--- src/rtl/loader_pkg.sv ---
// rtl/loader_pkg.sv - shared state encoding and stream framing constants for imem_loader
package loader_pkg;

    typedef enum logic [2:0] {
        IDLE,
        LEN0,
        LEN1,
        DATA,
        CSUM,
        DONE,
        ERR
    } loader_state_t;

    localparam int BYTES_PER_WORD = 4;
    localparam int LEN_BYTES      = 2;

endpackage

--- src/rtl/loader_ram.sv ---
// rtl/loader_ram.sv - word RAM, synchronous write port and combinational read port
module loader_ram #(
    parameter int DEPTH  = 64,
    parameter int ADDR_W = 6
) (
    input  logic              clk,
    input  logic              we,
    input  logic [ADDR_W-1:0] wa,
    input  logic [31:0]       wd,
    input  logic [ADDR_W-1:0] ra,
    output logic [31:0]       rd
);

    logic [31:0] r_mem [DEPTH];

    // No reset: the image survives a board reset so the CPU can be re-run.
    always_ff @(posedge clk) begin
        if (we) begin
            r_mem[wa] <= wd;
        end
    end

    assign rd = r_mem[ra];

endmodule

--- src/rtl/imem_loader.sv ---
// rtl/imem_loader.sv - byte-stream instruction memory loader; IMEM_LOADER_CHECKSUM_EN adds a trailing XOR byte
module imem_loader
    import loader_pkg::*;
#(
    parameter int DEPTH  = 64,
    parameter int ADDR_W = 6
) (
    input  logic        clk,
    input  logic        reset_n,
    input  logic        start,
    input  logic        in_valid,
    input  logic [7:0]  in_data,
    output logic        in_ready,
    input  logic [31:0] a,
    output logic [31:0] rd,
    output logic        cpu_reset,
    output logic        busy,
    output logic        done,
    output logic        error,
    output logic [15:0] words_loaded
);

    loader_state_t              r_state;
    logic [8*LEN_BYTES-1:0]     r_len;
    logic [1:0]                 r_byte_cnt;
    logic [ADDR_W-1:0]          r_word_idx;
    logic [23:0]                r_word_buf;
    logic                       r_busy;
    logic                       r_done;
    logic                       r_error;
    logic                       r_cpu_reset;
    logic [15:0]                r_words_loaded;
`ifdef IMEM_LOADER_CHECKSUM_EN
    logic [7:0]                 r_csum;
`endif

    logic                       w_acc;
    logic                       w_we;
    logic                       w_last_byte;
    logic                       w_last_word;
    logic [8*LEN_BYTES-1:0]     w_len_n;
    logic [31:0]                w_wd;
    logic                       w_unused_a;

    assign in_ready    = (r_state == LEN0) || (r_state == LEN1) ||
                         (r_state == DATA) || (r_state == CSUM);
    assign w_acc       = in_valid & in_ready;
    assign w_len_n     = {in_data, r_len[7:0]};
    assign w_last_byte = (r_byte_cnt == 2'(BYTES_PER_WORD - 1));
    assign w_last_word = ((r_words_loaded + 16'd1) == r_len);
    // Earlier bytes are shifted in from the top, so the buffer holds {b2,b1,b0}.
    assign w_wd        = {in_data, r_word_buf};
    assign w_we        = (r_state == DATA) & w_acc & w_last_byte & ~start;
    assign w_unused_a  = ^{a[31:ADDR_W+2], a[1:0]};

    always_ff @(posedge clk or negedge reset_n) begin
        if (!reset_n) begin
            r_state        <= IDLE;
            r_len          <= '0;
            r_byte_cnt     <= '0;
            r_word_idx     <= '0;
            r_word_buf     <= '0;
            r_busy         <= 1'b0;
            r_done         <= 1'b0;
            r_error        <= 1'b0;
            r_cpu_reset    <= 1'b1;
            r_words_loaded <= '0;
`ifdef IMEM_LOADER_CHECKSUM_EN
            r_csum         <= '0;
`endif
        end else if (start) begin
            r_state        <= LEN0;
            r_byte_cnt     <= '0;
            r_word_idx     <= '0;
            r_word_buf     <= '0;
            r_busy         <= 1'b1;
            r_done         <= 1'b0;
            r_error        <= 1'b0;
            r_cpu_reset    <= 1'b1;
            r_words_loaded <= '0;
`ifdef IMEM_LOADER_CHECKSUM_EN
            r_csum         <= '0;
`endif
        end else if (w_acc) begin
            case (r_state)
                LEN0: begin
                    r_len[7:0] <= in_data;
                    r_state    <= LEN1;
                end
                LEN1: begin
                    r_len <= w_len_n;
                    if (w_len_n == '0) begin
`ifdef IMEM_LOADER_CHECKSUM_EN
                        r_state     <= CSUM;
`else
                        r_state     <= DONE;
                        r_busy      <= 1'b0;
                        r_done      <= 1'b1;
                        r_cpu_reset <= 1'b0;
`endif
                    end else if (w_len_n > 16'(DEPTH)) begin
                        r_state <= ERR;
                        r_busy  <= 1'b0;
                        r_error <= 1'b1;
                    end else begin
                        r_state <= DATA;
                    end
                end
                DATA: begin
`ifdef IMEM_LOADER_CHECKSUM_EN
                    r_csum <= r_csum ^ in_data;
`endif
                    r_word_buf <= {in_data, r_word_buf[23:8]};
                    r_byte_cnt <= r_byte_cnt + 2'd1;
                    if (w_last_byte) begin
                        r_word_idx     <= r_word_idx + 1'b1;
                        r_words_loaded <= r_words_loaded + 16'd1;
                        if (w_last_word) begin
`ifdef IMEM_LOADER_CHECKSUM_EN
                            r_state     <= CSUM;
`else
                            r_state     <= DONE;
                            r_busy      <= 1'b0;
                            r_done      <= 1'b1;
                            r_cpu_reset <= 1'b0;
`endif
                        end
                    end
                end
`ifdef IMEM_LOADER_CHECKSUM_EN
                CSUM: begin
                    r_busy <= 1'b0;
                    if (in_data == r_csum) begin
                        r_state     <= DONE;
                        r_done      <= 1'b1;
                        r_cpu_reset <= 1'b0;
                    end else begin
                        r_state <= ERR;
                        r_error <= 1'b1;
                    end
                end
`endif
                default: r_state <= r_state;
            endcase
        end
    end

    assign busy         = r_busy;
    assign done         = r_done;
    assign error        = r_error;
    assign cpu_reset    = r_cpu_reset;
    assign words_loaded = r_words_loaded;

    loader_ram #(
        .DEPTH  (DEPTH),
        .ADDR_W (ADDR_W)
    ) u_ram (
        .clk (clk),
        .we  (w_we),
        .wa  (r_word_idx),
        .wd  (w_wd),
        .ra  (a[ADDR_W+1:2]),
        .rd  (rd)
    );

endmodule

--- config.mk ---
export PLATFORM = sky130hd
export DESIGN_NAME = imem_loader
export DESIGN_NICKNAME = d
export VERILOG_FILES = /design/src/rtl/loader_pkg.sv /design/src/rtl/loader_ram.sv /design/src/rtl/imem_loader.sv
export SDC_FILE = /design/constraint.sdc
export NUM_CORES = 2
export LEC_CHECK = 0
export ABC_AREA = 0
export BUFFER_PORTS_ARGS = -buffer_cell sky130_fd_sc_hd__buf_2
export CAP_MARGIN = 10
export CORE_ASPECT_RATIO = 1.1
export CORE_UTILIZATION = 60
export CTS_BUF_LIST = sky130_fd_sc_hd__clkbuf_16
export CTS_CLUSTER_DIAMETER = 100
export DETAILED_ROUTE_END_ITERATION = 10
export PLACE_DENSITY_LB_ADDON = 0.1
export SLEW_MARGIN = 30
export SYNTH_ARGS = -nofsm -noshare
export SYNTH_HDL_FRONTEND = slang
export SYNTH_SLANG_ARGS = --single-unit
export TNS_END_PERCENT = 20
--- constraint.sdc ---
create_clock -name clk -period 4.3 [get_ports clk]
set_clock_uncertainty 0.15 [all_clocks]
set_input_delay 0.43 -clock clk [delete_from_list [all_inputs] [get_ports clk]]
set_output_delay 0.43 -clock clk [all_outputs]
set_load 0.005 [all_outputs]
==> impl_metrics.env <==
export IMPL_cp_start_kind="input pin"
export IMPL_insertion_delay_ns=0.81
export IMPL_critical_path_class="input pin to primary output"
export IMPL_crit_path_end_kind="primary output"
export IMPL_netlist_area_um2=81300
export IMPL_nFillCells=8020
export IMPL_ys_async_sr_fraction=0.0335
export IMPL_crit_path_start="a[2]"
export IMPL_p_leak_nw=27.0
export IMPL_cts_sinks=2119
export IMPL_reg2reg_depth=7
export IMPL_ys_flop_type="edfxtp_1"
export IMPL_cts_root_buf="clkbuf_16"
export IMPL_worstHoldPathType="input pin to asynchronous set/reset pin"
export IMPL_die_width_um=353
export IMPL_maxSlewViolCount=0
export IMPL_drive_gt1_frac=0.333
export IMPL_dieArea_um2=137000
export IMPL_drt_drc_violations_left=0
export IMPL_seq_area_frac_synth=0.779
export IMPL_synth_top_cell_by_area="edfxtp_1"
export IMPL_finalCritPeriodShare=0.895
export IMPL_fp_dieH_um=388
export IMPL_fin_crit_ns=3.85
export IMPL_place_hpwl_um=109000
export IMPL_crit_end="rd[26]"
export IMPL_whs_ns=0.0553
export IMPL_core_area_um2=134000
export IMPL_synth_avg_cell_area_um2=23.8
export IMPL_crit_fanout=35
export IMPL_synth_area_leaders="edfxtp_1 76%, mux4_2 18%, dfrtp_1 2.2%"
export IMPL_synthesis_nets=3467
export IMPL_timing_rr_start="r_state[0]"
export IMPL_post_cts_setup_buffers=0
export IMPL_finalSetupTns_ns=0
export IMPL_max_vdd_ir_drop_uv=445
export IMPL_antenna_found_initial=8
export IMPL_syn_inst=3420
export IMPL_setup_viol=0
export IMPL_cts_max_path_buffers=3
export IMPL_port_buffers=70
export IMPL_numCtsBuffers=198
export IMPL_worst_slew_pin_slew_ns=0.969
export IMPL_synth_edf_count=2048
export IMPL_globalplace_congestion=0.836
export IMPL_ys_ff_latch=2119
export IMPL_cts_tree="yes"
export IMPL_fmax_mhz=260
export IMPL_grt_pass1_wl_um=275000
export IMPL_grt_max_degree=72
export IMPL_rrSetupSlack_ns=0.69
export IMPL_yosys_warnings=0
export IMPL_firstDrtPassIters=8
export IMPL_vias_per_cell=6.74
export IMPL_slew_headroom=0.352
export IMPL_start_util=0.605
export IMPL_ys_types=56
export IMPL_pin_count=97
export IMPL_clkTransAtPathRegs_ns=0.06
export IMPL_rows=141
export IMPL_p_per_area_nw_per_um2=454
export IMPL_syn2layout_area_growth_pct=13.7
export IMPL_finalWirelength_um=191000
export IMPL_crit_required_ns=3.72
export IMPL_r2r_end="u_ram.r_mem[50][17]"
export IMPL_outcome="finished clean"
export IMPL_hold_violations=0
export IMPL_final_nets=3748
export IMPL_drtIter0Drc=5081
export IMPL_grt_usage=0.286
export IMPL_rsz0062_at_grt="no"
export IMPL_synth_top_area_share=0.757
export IMPL_grt_pass1_vias=39486
export IMPL_vias=38090
export IMPL_htreeDepth=4
export IMPL_overflow=0
export IMPL_critPathArrivalTime_ns=3.27
export IMPL_maxCapViolCount=0
export IMPL_drtAntennaViolNets=0
export IMPL_routedWlPerCell_um=33.9
## worst max-delay path, cell delays in order
cell,delay [ns]
buf_8,0.33
buf_12,0.36
mux4_2,0.55
mux4_2,0.48
a22oi_1,0.64
nand2_1,0.21
buf_2,0.18
## cells in the mapped netlist (10+ instances only)
| cell type | count |
|---|---|
| mux2_2 | 17 |
| buf_2 | 43 |
| a22oi_1 | 48 |
| o22ai_1 | 16 |
| edfxtp_1 | 2048 |
| dfrtp_1 | 70 |
| mux4_2 | 640 |
| nand3_1 | 14 |
| clkbuf_1 | 100 |
| o21ai_0 | 19 |
| xnor2_1 | 17 |
| nor2_1 | 103 |
| buf_4 | 19 |
| a21oi_1 | 34 |
| xor2_1 | 15 |
| nor3_1 | 10 |
| buf_1 | 14 |
| nand2_1 | 100 |
## cell usage in the layout (no fill, tap or decap), types with 6 or more instances in the layout
cell          n
inv_6         8
xor2_1       15
inv_1        36
o22ai_1      16
mux4_2      640
nor2_4       65
nor2_1       38
clkbuf_16   204
nand3b_1      6
buf_12       71
a21oi_1      34
nor2b_1       6
nand4_1       8
bufinv_16    21
dfrtp_1      47
clkinv_2     30
o21ai_0      19
nand2_1     100
nand3_1      14
dfrtp_4      23
nor4_1        7
edfxtp_1   2048
xnor2_1      17
clkinv_1     57
a22oi_1      48
mux2_2       17
buf_4       119
nor3_1       10
buf_2        64
## cell families (layout without fill, tap and decap cells)
| logic type | count (synthesis) | in the layout | share of synthesized area |
|---|---|---|---|
| mux | 657 | 657 | 0.180 |
| buf+inv | 184 | 628 | 0.0105 |
| flops | 2119 | 2119 | 0.779 |
| simple gates | 286 | 286 | 0.0161 |
| xor+xnor | 32 | 32 | 0.00345 |
| fa+ha+maj | 3 | 3 | 0.000462 |
| compound gates | 139 | 139 | 0.0113 |
| other cells | 0 | 1 | 0 |
## layer usage
layer  wire (µm)  global-route usage
met5          13                   0
met4        4070              0.0745
met3       16200              0.0478
met2       98400               0.476
met1       72800               0.399
## worst min-delay path by stage
| stage | from | endpoint | slack, ns | depth (start not counted) |
|---|---|---|---|---|
| 2_1_floorplan | reset_n | busy | -0.02 | 0 |
| 3_3_place_gp | done | done | 0.33 | 1 |
| 3_5_place_dp | done | done | 0.32 | 1 |
| 4_1_cts | in_data[0] | r_word_buf[16] | 0.09 | 4 |
| 5_1_grt | reset_n | words_loaded[15] | 0.1 | 2 |
| 6_report | reset_n | words_loaded[15] | 0.06 | 2 |
## report_power, final
group	total (mW)	internal [mW]	switching (mW)
combinational	1.75	0.798	0.952
sequential	23.0	22.7	0.320
clock	17.2	9.81	7.35
total	41.9	33.3	8.62
## through the flow
stage	util	std cells	cell area, µm²	worst slack (ns)	total power [mW]
final	0.687	5652	92400	0.450	41.9
after global routing	0.687	5651	92400	0.313	43.0
after CTS	0.687	5651	92300	0.395	42.1
after detailed placement	0.639	5284	85900	0.434	25.2
after global placement	0.639	5284	85900	0.458	25.1
after floorplan	-	3420	81300	0.878	24.4
## area by class of cell
cell class | count | area (µm²) | area share
Clock inverter | 159 | 1290 | 0.0139
Antenna cell | 1 | 2.50 | 0.0000271
Timing Repair Buffer | 263 | 2740 | 0.0297
Multi-Input combinational cell | 1117 | 17600 | 0.191
Sequential cell | 2119 | 63400 | 0.686
Tap cell | 1787 | 2240 | 0.0242
Inverter | 2 | 7.51 | 0.0000813
Clock buffer | 204 | 5100 | 0.0553
## flip-flops by register name, summed over array words and instances (netlist names)
register	count
busy	1
cpu_reset	1
done	1
error	1
r_byte_cnt	2
r_len	16
r_state	3
r_word_buf	24
r_word_idx	6
u_ram.r_mem	2048
words_loaded	16
## timing repair
item                                   4_1_cts  5_1_grt
resized for setup                            0        0
endpoints found under the hold margin       75        0
hold buffers                                 4        0
Note: power is estimated with default switching activity, not from simulation.
